File: config.mk
export PLATFORM = sky130hd
export DESIGN_NAME = rv2t_instruction_fetch
export DESIGN_NICKNAME = d
export VERILOG_FILES = /design/src/rtl/rv2t_instruction_fetch_pkg.sv /design/src/rtl/rv2t_instruction_fetch.sv
export SDC_FILE = /design/constraint.sdc
export NUM_CORES = 1
export LEC_CHECK = 0
export BUFFER_PORTS_ARGS = -buffer_cell sky130_fd_sc_hd__buf_4
export CAP_MARGIN = 20
export CORE_MARGIN = 5
export CORE_UTILIZATION = 50
export DETAILED_ROUTE_END_ITERATION = 16
export PLACE_DENSITY_LB_ADDON = 0.2
export SLEW_MARGIN = 40
export SYNTH_ARGS = -nofsm -noshare
export SYNTH_HDL_FRONTEND = slang
export SYNTH_SLANG_ARGS = --single-unit
File: constraint.sdc
create_clock -name clk -period 2.8 [get_ports clk]
set_clock_uncertainty 0.2 [all_clocks]
set_input_delay 0.28 -clock clk [delete_from_list [all_inputs] [get_ports clk]]
set_output_delay 0.28 -clock clk [all_outputs]
set_load 0.01 [all_outputs]
File: src/rtl/rv2t_instruction_fetch_pkg.sv
// Shared widths, reset PC and FSM encoding for the rv2t instruction fetch stage.
package rv2t_instruction_fetch_pkg;

  localparam int unsigned IF_XLEN        = 32;
  localparam int unsigned IF_PC_BITWIDTH = 32;
  localparam logic [31:0] IF_START_PC    = 32'h0000_0000;

  typedef enum logic {
    ST_IDLE = 1'b0,
    ST_WAIT = 1'b1
  } fetch_state_t;

endpackage

File: src/rtl/rv2t_instruction_fetch.sv
// Instruction fetch: issues one memory read per fetch request, tracks the PC,
// and handles redirects (start/jump) that arrive while a read is outstanding.
module rv2t_instruction_fetch
  import rv2t_instruction_fetch_pkg::*;
#(
  parameter int unsigned                XLEN        = IF_XLEN,
  parameter int unsigned                PC_BITWIDTH = IF_PC_BITWIDTH,
  parameter logic [PC_BITWIDTH-1:0]     START_PC    = PC_BITWIDTH'(IF_START_PC)
) (
  input  logic                   clk,
  input  logic                   reset_n,
  input  logic                   sync_reset,
  input  logic                   start,
  input  logic [PC_BITWIDTH-1:0] start_addr,
  input  logic                   fetch_enable,
  input  logic                   jump_enable,
  input  logic [PC_BITWIDTH-1:0] jump_addr,
  input  logic                   mem_read_ack,
  input  logic [XLEN-1:0]        mem_data,
  output logic                   mem_read_en,
  output logic [PC_BITWIDTH-1:0] mem_read_addr,
  output logic                   enable_out,
  output logic [XLEN-1:0]        IR_out,
  output logic [PC_BITWIDTH-1:0] PC_out,
  output logic                   busy,
  output logic                   exception_alignment
);

  fetch_state_t           state, state_n;
  logic [PC_BITWIDTH-1:0] pc, pc_n;
  logic                   pend_valid, pend_valid_n;
  logic [PC_BITWIDTH-1:0] pend_addr, pend_addr_n;
  logic                   mem_read_en_n;
  logic [PC_BITWIDTH-1:0] mem_read_addr_n;
  logic                   enable_out_n;
  logic [XLEN-1:0]        ir_n;
  logic [PC_BITWIDTH-1:0] pc_out_n;
  logic                   busy_n;
  logic                   exc_n;

  logic [PC_BITWIDTH-1:0] start_tgt;
  logic                   jump_sel;
  logic                   jump_ok;
  logic                   jump_bad;
  logic                   redirect_valid;
  logic [PC_BITWIDTH-1:0] redirect_addr;

  // Redirect decode: start outranks jump, start target is word-aligned by force.
  assign start_tgt      = start_addr & ~PC_BITWIDTH'(3);
  assign jump_sel       = jump_enable & ~start;
  assign jump_ok        = jump_sel & (jump_addr[1:0] == 2'b00);
  assign jump_bad       = jump_sel & (jump_addr[1:0] != 2'b00);
  assign redirect_valid = start | jump_ok;
  assign redirect_addr  = start ? start_tgt : jump_addr;

  // Next-state and next-output logic.
  always_comb begin
    state_n         = state;
    pc_n            = pc;
    pend_valid_n    = pend_valid;
    pend_addr_n     = pend_addr;
    mem_read_en_n   = 1'b0;
    mem_read_addr_n = mem_read_addr;
    enable_out_n    = 1'b0;
    ir_n            = IR_out;
    pc_out_n        = PC_out;
    exc_n           = jump_bad;

    if (sync_reset) begin
      state_n         = ST_IDLE;
      pc_n            = START_PC;
      pend_valid_n    = 1'b0;
      pend_addr_n     = '0;
      mem_read_addr_n = '0;
      ir_n            = '0;
      pc_out_n        = '0;
      exc_n           = 1'b0;
    end else begin
      case (state)
        ST_IDLE: begin
          if (start) begin
            pc_n = start_tgt;
          end else if (jump_ok) begin
            pc_n = jump_addr;
            if (fetch_enable) begin
              mem_read_en_n   = 1'b1;
              mem_read_addr_n = jump_addr;
              state_n         = ST_WAIT;
            end
          end else if (fetch_enable && !jump_bad) begin
            mem_read_en_n   = 1'b1;
            mem_read_addr_n = pc;
            state_n         = ST_WAIT;
          end
        end
        ST_WAIT: begin
          if (redirect_valid) begin
            pend_valid_n = 1'b1;
            pend_addr_n  = redirect_addr;
          end
          // A redirect seen this cycle overrides any older pending one.
          if (mem_read_ack) begin
            state_n      = ST_IDLE;
            pend_valid_n = 1'b0;
            if (redirect_valid) begin
              pc_n = redirect_addr;
            end else if (pend_valid) begin
              pc_n = pend_addr;
            end else begin
              ir_n         = mem_data;
              pc_out_n     = mem_read_addr;
              enable_out_n = 1'b1;
              pc_n         = pc + PC_BITWIDTH'(4);
            end
          end
        end
        default: state_n = ST_IDLE;
      endcase
    end

    busy_n = (state_n == ST_WAIT);
  end

  // State and registered outputs.
  always_ff @(posedge clk or negedge reset_n) begin
    if (!reset_n) begin
      state               <= ST_IDLE;
      pc                  <= START_PC;
      pend_valid          <= 1'b0;
      pend_addr           <= '0;
      mem_read_en         <= 1'b0;
      mem_read_addr       <= '0;
      enable_out          <= 1'b0;
      IR_out              <= '0;
      PC_out              <= '0;
      busy                <= 1'b0;
      exception_alignment <= 1'b0;
    end else begin
      state               <= state_n;
      pc                  <= pc_n;
      pend_valid          <= pend_valid_n;
      pend_addr           <= pend_addr_n;
      mem_read_en         <= mem_read_en_n;
      mem_read_addr       <= mem_read_addr_n;
      enable_out          <= enable_out_n;
      IR_out              <= ir_n;
      PC_out              <= pc_out_n;
      busy                <= busy_n;
      exception_alignment <= exc_n;
    end
  end

endmodule

==> metrics.cfg, run 1 <==
[status]
status = finished clean

[finish]
n_fill_cell = 1219
area_growth_syn_to_layout_pct = 36.3
ff_latch_area_um2 = 4130
drive_above_1_share_pct = 27.1
multi_input_area_um2 = 3570
layout.nets = 1117

[power_and_ir_drop]
vdd_drop_max_v = 0.000397
p_leak_uw = 0.00508
power_density_nw_per_um2 = 509

[logic_synthesis]
synth_common_cells = dfrtp_1 (165), mux2i_1 (69), a22o_1 (66), nor2_1 (64), o21ai_0 (64)
synth_async_sr_flop_share_pct = 100
yosys.area.top_type_share_pct = 51.2
synth_ff_type = dfrtp_1
yosys_warnings = 0
synth_edf_count = 0
netlist_instances = 769
avgSynthCellArea_um2 = 10.5
synth_cell_types = 68
syn-num-nets = 873
yosys_register_bits = 165
synth.largest_area_cell = dfrtp_1
synthTopCellsByArea = dfrtp_1 (51%), mux2i_1 (8.6%), a22o_1 (7.2%)
netlist_area_um2 = 8060
seq_area_frac_synth_pct = 51.2
synth_most_common_cell = dfrtp_1

[cts]
path_clk_slew_ps = 60
postCtsSetupRepairBufs = 0
cts_resized = 0
h-tree-depth = 4
cts_sinks = 165
root_buffer = clkbuf_16
cts_tree = done
clk_latency_ps = 420
cts_buffers = 17
clockBufferDepth = 2

[setup_path]
crit_buf_inv = 3
required_ps = 2910
rr_startpoint = pc[4]
slowest_delay_ps = 560
cp-start-kind = primary input
r2r_slack_ps = 480
reg2reg_to = pc[27]
end_kind = flip-flop
path_max_fanout = 19
critPathKind = in2reg
r2r_cells = 5
arrival_ps = 2610
crit_path_frequent_cell = buf_4
crit_cells = 7
cp_cell_sequence = dlygate4sd3_1, buf_4, nor3b_2, or2_1, buf_4, o311ai_0, a221oi_1
cp_slowest_cell = or2_1
crit_family = buffers and inverters

[place]
dp_hpwl_um = 15800
io_buffers = 200
gp_congestion = 0.871

[detailed_routing]
antenna_left = 0
dr.first_iter.drc_count = 539
via_per_inst = 5.74
routed_wl_um = 23700
route.detailed.drc = 0
first_pass_iters = 5
wire_per_inst_um = 19.1
num_vias = 7131

[global_routing]
overflow = 0
first_global_vias = 7272
grt_max_degree = 61
grt_antenna_before_repair = 0
track_usage_pct = 25.6
grt_pass1_wl_um = 38200

[sta]
rsz0062_at_grt = false
hold_violations = 0
fin_setup_tns_ps = 0
fin_crit_ps = 2500
slew_viol_final = 0
max_slew_margin_pct = 45.5
post-route-period-util_pct = 89.3
setup_viol = 0
tightest_slew_ps = 816
fmaxAchievable_ghz = 0.400
hold_slack_ps = 10.6

[floorplanning]
start_util_pct = 50.9
die_w_um = 137
die-area_um2 = 18800
core.rowCount = 46
core_area_um2 = 15800
die_h_um = 137
pin_count = 203

[hold_path]
min_from = start_addr[15]
min_to = pend_addr[15]
min_path_cells = 3
hp-class = in2reg

[flow_run]
maxCapViolCount = 0

## worst reg2reg max path: cells and delay by family (launching register included)
kind            cells  cell delay [ps]
flops               1              530
simple gates        3             1260
compound gates      2              280
## kinds of logic after synthesis
| logic type | share of synthesized area, % |
|---|---|
| muxes | 8.71 |
| and+or+nand+nor | 12.6 |
| xor gates and xnor gates | 1.20 |
| DFF | 51.2 |
| adders and majority gates | 0.155 |
| AOI/OAI and AO/OA | 21.3 |
| buffers and inverters | 4.83 |
## through the flow
step                      worst slack, ps  util, %  cell area [um2]  power (uW)  cells
after floorplan                       652        -             8060        2970    769
final                                 299     69.4            11000        5590   1242
after global placement                468     62.1             9820        3310   1150
after global routing                  106     69.4            11000        5840   1241
after CTS                             309     69.4            11000        5630   1241
after detailed placement              445     62.1             9820        3330   1150
## cells in the final DEF (no fill, tap or decap), types with 3 or more instances in the layout
cell / instances
mux2i_1: 69
or4_1: 4
inv_1: 9
or3_1: 5
nand2_1: 61
o32ai_1: 3
dfrtp_1: 165
nor3_1: 17
clkbuf_16: 17
a21o_1: 3
or2_1: 4
nand3_1: 20
a21oi_1: 17
o311ai_0: 10
nand4_1: 8
xor2_1: 3
a22o_1: 66
xnor2_1: 8
a221oi_1: 3
clkbuf_8: 4
clkinv_2: 3
buf_12: 7
a211oi_1: 36
clkinvlp_4: 4
nand2b_1: 4
o21ai_0: 64
buf_4: 222
nor2_1: 64
dlygate4sd3_1: 60
and3_1: 4
o31a_1: 4
o2bb2ai_1: 5
## metal layers
metal / vias up / GRT usage [%] / share of wire [%]
met5: - / 0 / 0
met4: 0 / 6.49 / 1.0
met3: 20 / 4.96 / 6.2
met2: 234 / 42.6 / 50
met1: 3530 / 34.4 / 43
li1: 3347 / - / -
## report_power, final
group	switching (uW)	leakage, uW	internal (uW)
combinational	393	0.00256	380
sequential	115	0.00226	2470
clock	926	0.000267	1310
## registers in the layout, indices dropped and copies added (netlist names)
register / flops
IR_out: 32
PC_out: 32
mem_read_addr: 32
pc: 32
pend_addr: 32
enable_out: 1
exception_alignment: 1
mem_read_en: 1
pend_valid: 1
state: 1
## cell type report
class / count / area share, %
well taps: 216 / 2.46
diodes: 1 / 0.0228
clock buffers: 23 / 4.44
flip-flops and latches: 165 / 37.6
repair buffers: 290 / 22.0
clock inverters: 8 / 0.683
multi-input cells: 529 / 32.5
inverters: 10 / 0.342
## what timing repair did
item                       in CTS  in global routing
hold buffers                   60                  0
hold endpoints to repair      104                  0
setup endpoints to repair       0                  0
## worst max path at each step
stage                  end          from  slack (ps)
finish              pc[30]  jump_addr[1]         300
detailed placement  pc[30]  jump_addr[0]         440
global placement    pc[31]  jump_addr[0]         470
global route        pc[16]  jump_addr[1]         110
CTS                 pc[30]  jump_addr[1]         310
floorplan           pc[20]         pc[2]         650
(Power assumes the default switching activity.)
==> run 2: changes to the inputs <==
RECOVER_POWER = 100   (was not set)
==> run 2 against run 1 <==
Against the previous run: largest cell class unchanged; sequential cell count is the same; first-iteration DRC count is 1.9% lower; non-clock buffer count is the same; sequential power about the same; worst hold slack got worse by 2.7 ps; cell count unchanged; register-to-register slack got worse by 20 ps; clock power about the same; combinational power down 4.0%; die area unchanged; final area is 3.8% lower; the run now ends with capacitance limit, slew limit left; clock-buffer cell count is the same.
==> metrics.cfg, run 2 (synthesis gave the netlist of run 1 again) <==
[status]
status = complete, but fails checks
violations = capacitance limit, slew limit

[setup_path]
cp-start-kind = primary input
rr_startpoint = state
reg2reg_to = IR_out[18]
required_ps = 2900  ; about the same
path_max_fanout = 36  ; +17
r2r_slack_ps = 460  ; -20 ps
arrival_ps = 2670  ; +60 ps
cp-endpoint = IR_out[18]
cp-startpoint = jump_addr[1]
critPathKind = in2reg
r2r_cells = 7  ; +2
end_kind = flip-flop

[place]
gp_congestion = 0.871  ; unchanged
post-place-ws_ps = 445  ; unchanged
dp_hpwl_um = 15800  ; unchanged
io_buffers = 200  ; unchanged

[global_routing]
grt_antenna_before_repair = 0  ; unchanged
track_usage_pct = 25.6  ; unchanged
grt_max_degree = 61  ; unchanged
overflow = 0  ; unchanged
first_global_vias = 7272  ; unchanged
grt_pass1_wl_um = 38200  ; unchanged

[floorplanning]
pin_count = 203  ; unchanged
die_w_um = 137  ; unchanged
die-area_um2 = 18800  ; unchanged
die_h_um = 137  ; unchanged
core_area_um2 = 15800  ; unchanged
core.rowCount = 46  ; unchanged
start_util_pct = 50.9  ; unchanged

[power_and_ir_drop]
vdd_drop_max_v = 0.000398  ; +0.15%
finalPower_uw = 5560  ; -0.63%
p_leak_uw = 0.00464  ; -8.8%
switchingPower_uw = 1430  ; -0.30%
comb_power_share_pct = 13.4  ; -0.4 points
p_seq_share_pct = 46.5  ; +0.3 points
switching_share_pct = 25.7  ; +0.085 points
power_density_nw_per_um2 = 526  ; +3.3%
p_int_uw = 4130  ; -0.74%
clockPowerShare_pct = 40.2  ; +0.2 points

[hold_path]
hp-class = in2reg

[sta]
layout_setup_ws_ps = 225  ; -74.0 ps
hold_violations = 0  ; unchanged
max_slew_margin_pct = -1.87  ; -47 points
setup_viol = 0  ; unchanged
post-route-period-util_pct = 92.0  ; +2.6 points
tightest_slew_ps = 1530  ; +712 ps
fin_crit_ps = 2580  ; +74.0 ps
fmaxAchievable_ghz = 0.388  ; -2.9%
slew_viol_final = 58  ; +58
rsz0062_at_grt = false
fin_setup_tns_ps = 0  ; unchanged

[detailed_routing]
wire_per_inst_um = 19.2  ; +0.57%
routed_wl_um = 23800  ; +0.57%
route.detailed.drc = 0  ; unchanged
first_pass_iters = 5  ; unchanged
antenna_left = 0  ; unchanged
num_vias = 7160  ; +0.41%
dr.first_iter.drc_count = 529  ; -1.9%
via_per_inst = 5.76  ; +0.41%

[finish]
n_fill_cell = 1352  ; +11%
drive_above_1_share_pct = 16.8  ; -10 points
fin_util_pct = 66.8  ; -2.6 points
area_growth_syn_to_layout_pct = 31.2
layout.nets = 1117  ; unchanged
final_common_cell = dfrtp_1
mostFrequentLayoutCells = dfrtp_1 (165), buf_4 (116), clkbuf_1 (104)

[cts]
postCtsSetupRepairBufs = 0  ; unchanged
h-tree-depth = 4  ; unchanged
root_buffer = clkbuf_16
cts_buffers = 17  ; unchanged
path_clk_slew_ps = 60  ; about the same
cts_tree = done
cts_resized = 0  ; unchanged
cts_sinks = 165  ; unchanged
clk_latency_ps = 420  ; about the same
clockBufferDepth = 2  ; unchanged

[flow_run]
maxCapViolCount = 1  ; +1

-- run 2: worst min path at each step --
stage,from,end,cells past startpoint
detailed placement,reset_n,IR_out[23],1
CTS,jump_addr[20],pend_addr[20],3
global placement,reset_n,IR_out[23],1
finish,start_addr[8],pend_addr[8],3
floorplan,reset_n,IR_out[0],0
global route,jump_addr[31],mem_read_addr[31],3
-- run 2: timing repair --
action,4_1_cts,5_1_grt
hold endpoints to repair,104,0
hold buffers,60,0
endpoints found under the setup margin,0,0
-- run 2: per-layer routing --
metal / GRT usage [%] / share of wire (%) / vias up
met3: 4.96 / 6.2 / 20
met5: 0 / 0 / -
met4: 6.49 / 0.94 / 0
li1: - / - / 3343
met1: 34.4 / 44 / 3560
met2: 42.6 / 49 / 237
-- run 2: final cells by class --
type | count | area (um2) | share of cell area, %
clock inverters | 8 | 75.1 | 0.710
diodes | 1 | 2.50 | 0.0237
multi-input cells | 529 | 3550 | 33.6
inverters | 10 | 37.5 | 0.355
well taps | 216 | 270 | 2.56
repair buffers | 290 | 2020 | 19.1
clock buffers | 23 | 488 | 4.61
flip-flops and latches | 165 | 4130 | 39.0
-- run 2: power groups by stage --
stage          Combinational [uW]  Clock (uW)  Sequential [uW]
2_1_floorplan                 377           0             2600
3_3_place_gp                  688           0             2620
3_5_place_dp                  700           0             2630
4_1_cts                       776        2270             2580
5_1_grt                       819        2390             2600
6_report                      742        2230             2580
-- run 2: critical path, stage by stage --
cell	delay [ps]
dlygate4sd3_1	540
clkbuf_1	160
nor3b_2	350
buf_4	280
nor3_1	100
nand3_1	170
clkinv_1	110
clkbuf_4	330
a22o_1	330
-- run 2: stage by stage --
step | hold WS [ps] | cell area, um2 | cells
after floorplan | -216 | 8060 | 769
after global placement | 91.3 | 9820 | 1150
after detailed placement | 94.3 | 9820 | 1150
after CTS | 1.44 | 11000 | 1241
after global routing | 14.2 | 10600 | 1241
final | 7.89 | 10600 | 1242
==> run 3: changes to the inputs <==
CAP_MARGIN = 10   (was 20)
REMOVE_ABC_BUFFERS = 1   (was not set)
==> run 3 against run 2 <==
Against the previous run: the run ends with hold timing, capacitance limit, slew limit left; sequential cell count unchanged; sequential share of layout area shrank 0.21 points; routed wire length grew 3.0%; worst hold slack got worse by 13 ps; utilization rose by 0.36 points; final area increased by 0.54%; first-iteration DRC count rose by 2.1%; fmax down 2.3%; highest routed layer unchanged.
==> metrics.cfg, run 3 (synthesis gave the netlist of run 1 again) <==
[cts]
h-tree-depth = 4  ; unchanged
cts_buffers = 17  ; unchanged
clockBufferDepth = 2  ; unchanged
root_buffer = clkbuf_16
cts_sinks = 165  ; unchanged
cts_tree = done
path_clk_slew_ps = 70  ; about the same
postCtsSetupRepairBufs = 0  ; unchanged
clk_latency_ps = 430  ; about the same

[setup_path]
cp-start-kind = primary input
crit_buf_inv = 3  ; -2
end_kind = flip-flop
critPathKind = in2reg
path_max_fanout = 16  ; -56%
cp_cell_sequence = dlygate4sd3_1, clkbuf_1, nor3b_2, buf_4, o31a_1, nand2_1, a2111oi_0, a221o_1
required_ps = 2970  ; +70 ps
arrival_ps = 2810  ; +140 ps
crit_family = compound AO/OA/AOI/OAI gates
cp_slowest_cell = dlygate4sd3_1
slowest_delay_ps = 520  ; -20 ps

[floorplanning]
die_h_um = 137  ; unchanged
core.rowCount = 46  ; unchanged
start_util_pct = 50.9  ; unchanged
die-area_um2 = 18800  ; unchanged
core_area_um2 = 15800  ; unchanged
pin_count = 203  ; unchanged
die_w_um = 137  ; unchanged

[sta]
fin_setup_tns_ps = 0  ; unchanged
slew_viol_final = 65  ; +12%
rsz0062_at_grt = false
max_slew_margin_pct = -13.9  ; -12 points
fmaxAchievable_ghz = 0.379  ; -2.3%
hold_violations = 3  ; +3
fin_crit_ps = 2640  ; +59.7 ps
tightest_slew_ps = 1710  ; +180 ps
post-route-period-util_pct = 94.1  ; +2.1 points
setup_viol = 0  ; unchanged
hold_slack_ps = -4.99  ; -12.9 ps

[finish]
layout.nets = 1126  ; +0.81%
n_fill_cell = 1320  ; -2.4%
finalInstanceArea_um2 = 10600  ; +0.54%
mostFrequentLayoutCells = dfrtp_1 (165), buf_4 (115), clkbuf_1 (105)
area_growth_syn_to_layout_pct = 31.9
fin_util_pct = 67.2  ; +0.36 points
drive_above_1_share_pct = 16.9  ; +0.13 points
stdcell_count = 1251  ; +0.72%
final_common_cell = dfrtp_1
n_antenna_cell = 0  ; -1

[global_routing]
track_usage_pct = 26.3  ; +0.73 points
grt_pass1_wl_um = 38600  ; +1.0%
grt_max_degree = 66  ; +8.2%
first_global_vias = 7087  ; -2.5%
grt_antenna_before_repair = 0  ; unchanged
overflow = 0  ; unchanged

[hold_path]
hp-class = in2reg

[detailed_routing]
wire_per_inst_um = 19.6  ; +2.2%
routed_wl_um = 24500  ; +3.0%
num_vias = 7302  ; +2.0%
antenna_left = 0  ; unchanged
via_per_inst = 5.84  ; +1.2%
dr.first_iter.drc_count = 540  ; +2.1%
first_pass_iters = 7  ; +2
route.detailed.drc = 0  ; unchanged

[power_and_ir_drop]
vdd_drop_max_v = 0.000447  ; +12%
finalPower_uw = 5590  ; +0.49%
p_leak_uw = 0.00467  ; +0.74%
power_density_nw_per_um2 = 525  ; about the same

[place]
dp_hpwl_um = 15600  ; -1.2%
placedCellCount = 1151  ; +0.087%
io_buffers = 200  ; unchanged
gp_congestion = 0.882  ; +1.3%
place_area_um2 = 9820  ; about the same

[status]
violations = hold timing, capacitance limit, slew limit
status = complete, but fails checks

[flow_run]
maxCapViolCount = 1  ; unchanged

run 3: final timing paths:
check | startpoint | end | slack, ps | cells past startpoint
max | jump_enable | pc[25] | 160 | 8
min | jump_addr[6] | pend_addr[6] | -5 | 3
max reg2reg | state | pc[25] | 220 | 6
min reg2reg | pend_addr[20] | pend_addr[20] | 270 | 2
max in group asynchronous | reset_n | pc[31] | 490 | 3
min in group asynchronous | reset_n | IR_out[0] | 660 | 2
run 3: tightest hold or removal path: stages:
cell and delay, ps:
buf_4 80, mux2i_1 70, o21ai_0 150
run 3: cell type report:
| class | count | area [um2] | share of cell area, % |
|---|---|---|---|
| inverter | 10 | 37.5 | 0.353 |
| tap | 216 | 270 | 2.54 |
| clock inverter | 12 | 103 | 0.965 |
| sequential | 165 | 4130 | 38.8 |
| clock buffer | 20 | 467 | 4.39 |
| timing repair buffer | 299 | 2060 | 19.4 |
| multi-input combinational | 529 | 3560 | 33.5 |
run 3: metrics by stage:
step | worst slack [ps] | hold slack (ps)
detailed placement | 277 | 122
finish | 165 | -4.99
global placement | 439 | 125
CTS | 238 | 0.0847
global route | 85.4 | 4.71
floorplan | -1450 | -216
run 3: per-layer routing:
metal / share of wire [%] / GRT usage (%)
met1: 44 / 36.5
met2: 46 / 41.2
met3: 7.7 / 5.33
met4: 2.1 / 9.31
met5: 0 / 0
run 3: report_power, final:
part / total [uW] / internal, uW / switching [uW] / leakage, uW
logic: 754 / 350 / 404 / 0.00212
registers: 2580 / 2470 / 111 / 0.00226
clock network: 2250 / 1290 / 958 / 0.000286
total: 5590 / 4110 / 1470 / 0.00467
run 3: repair_timing:
item                                    in CTS  in global routing
endpoints found under the setup margin       0                  0
gates resized for setup                      0                  0
endpoints found under the hold margin      117                  1
hold buffers                                67                  1
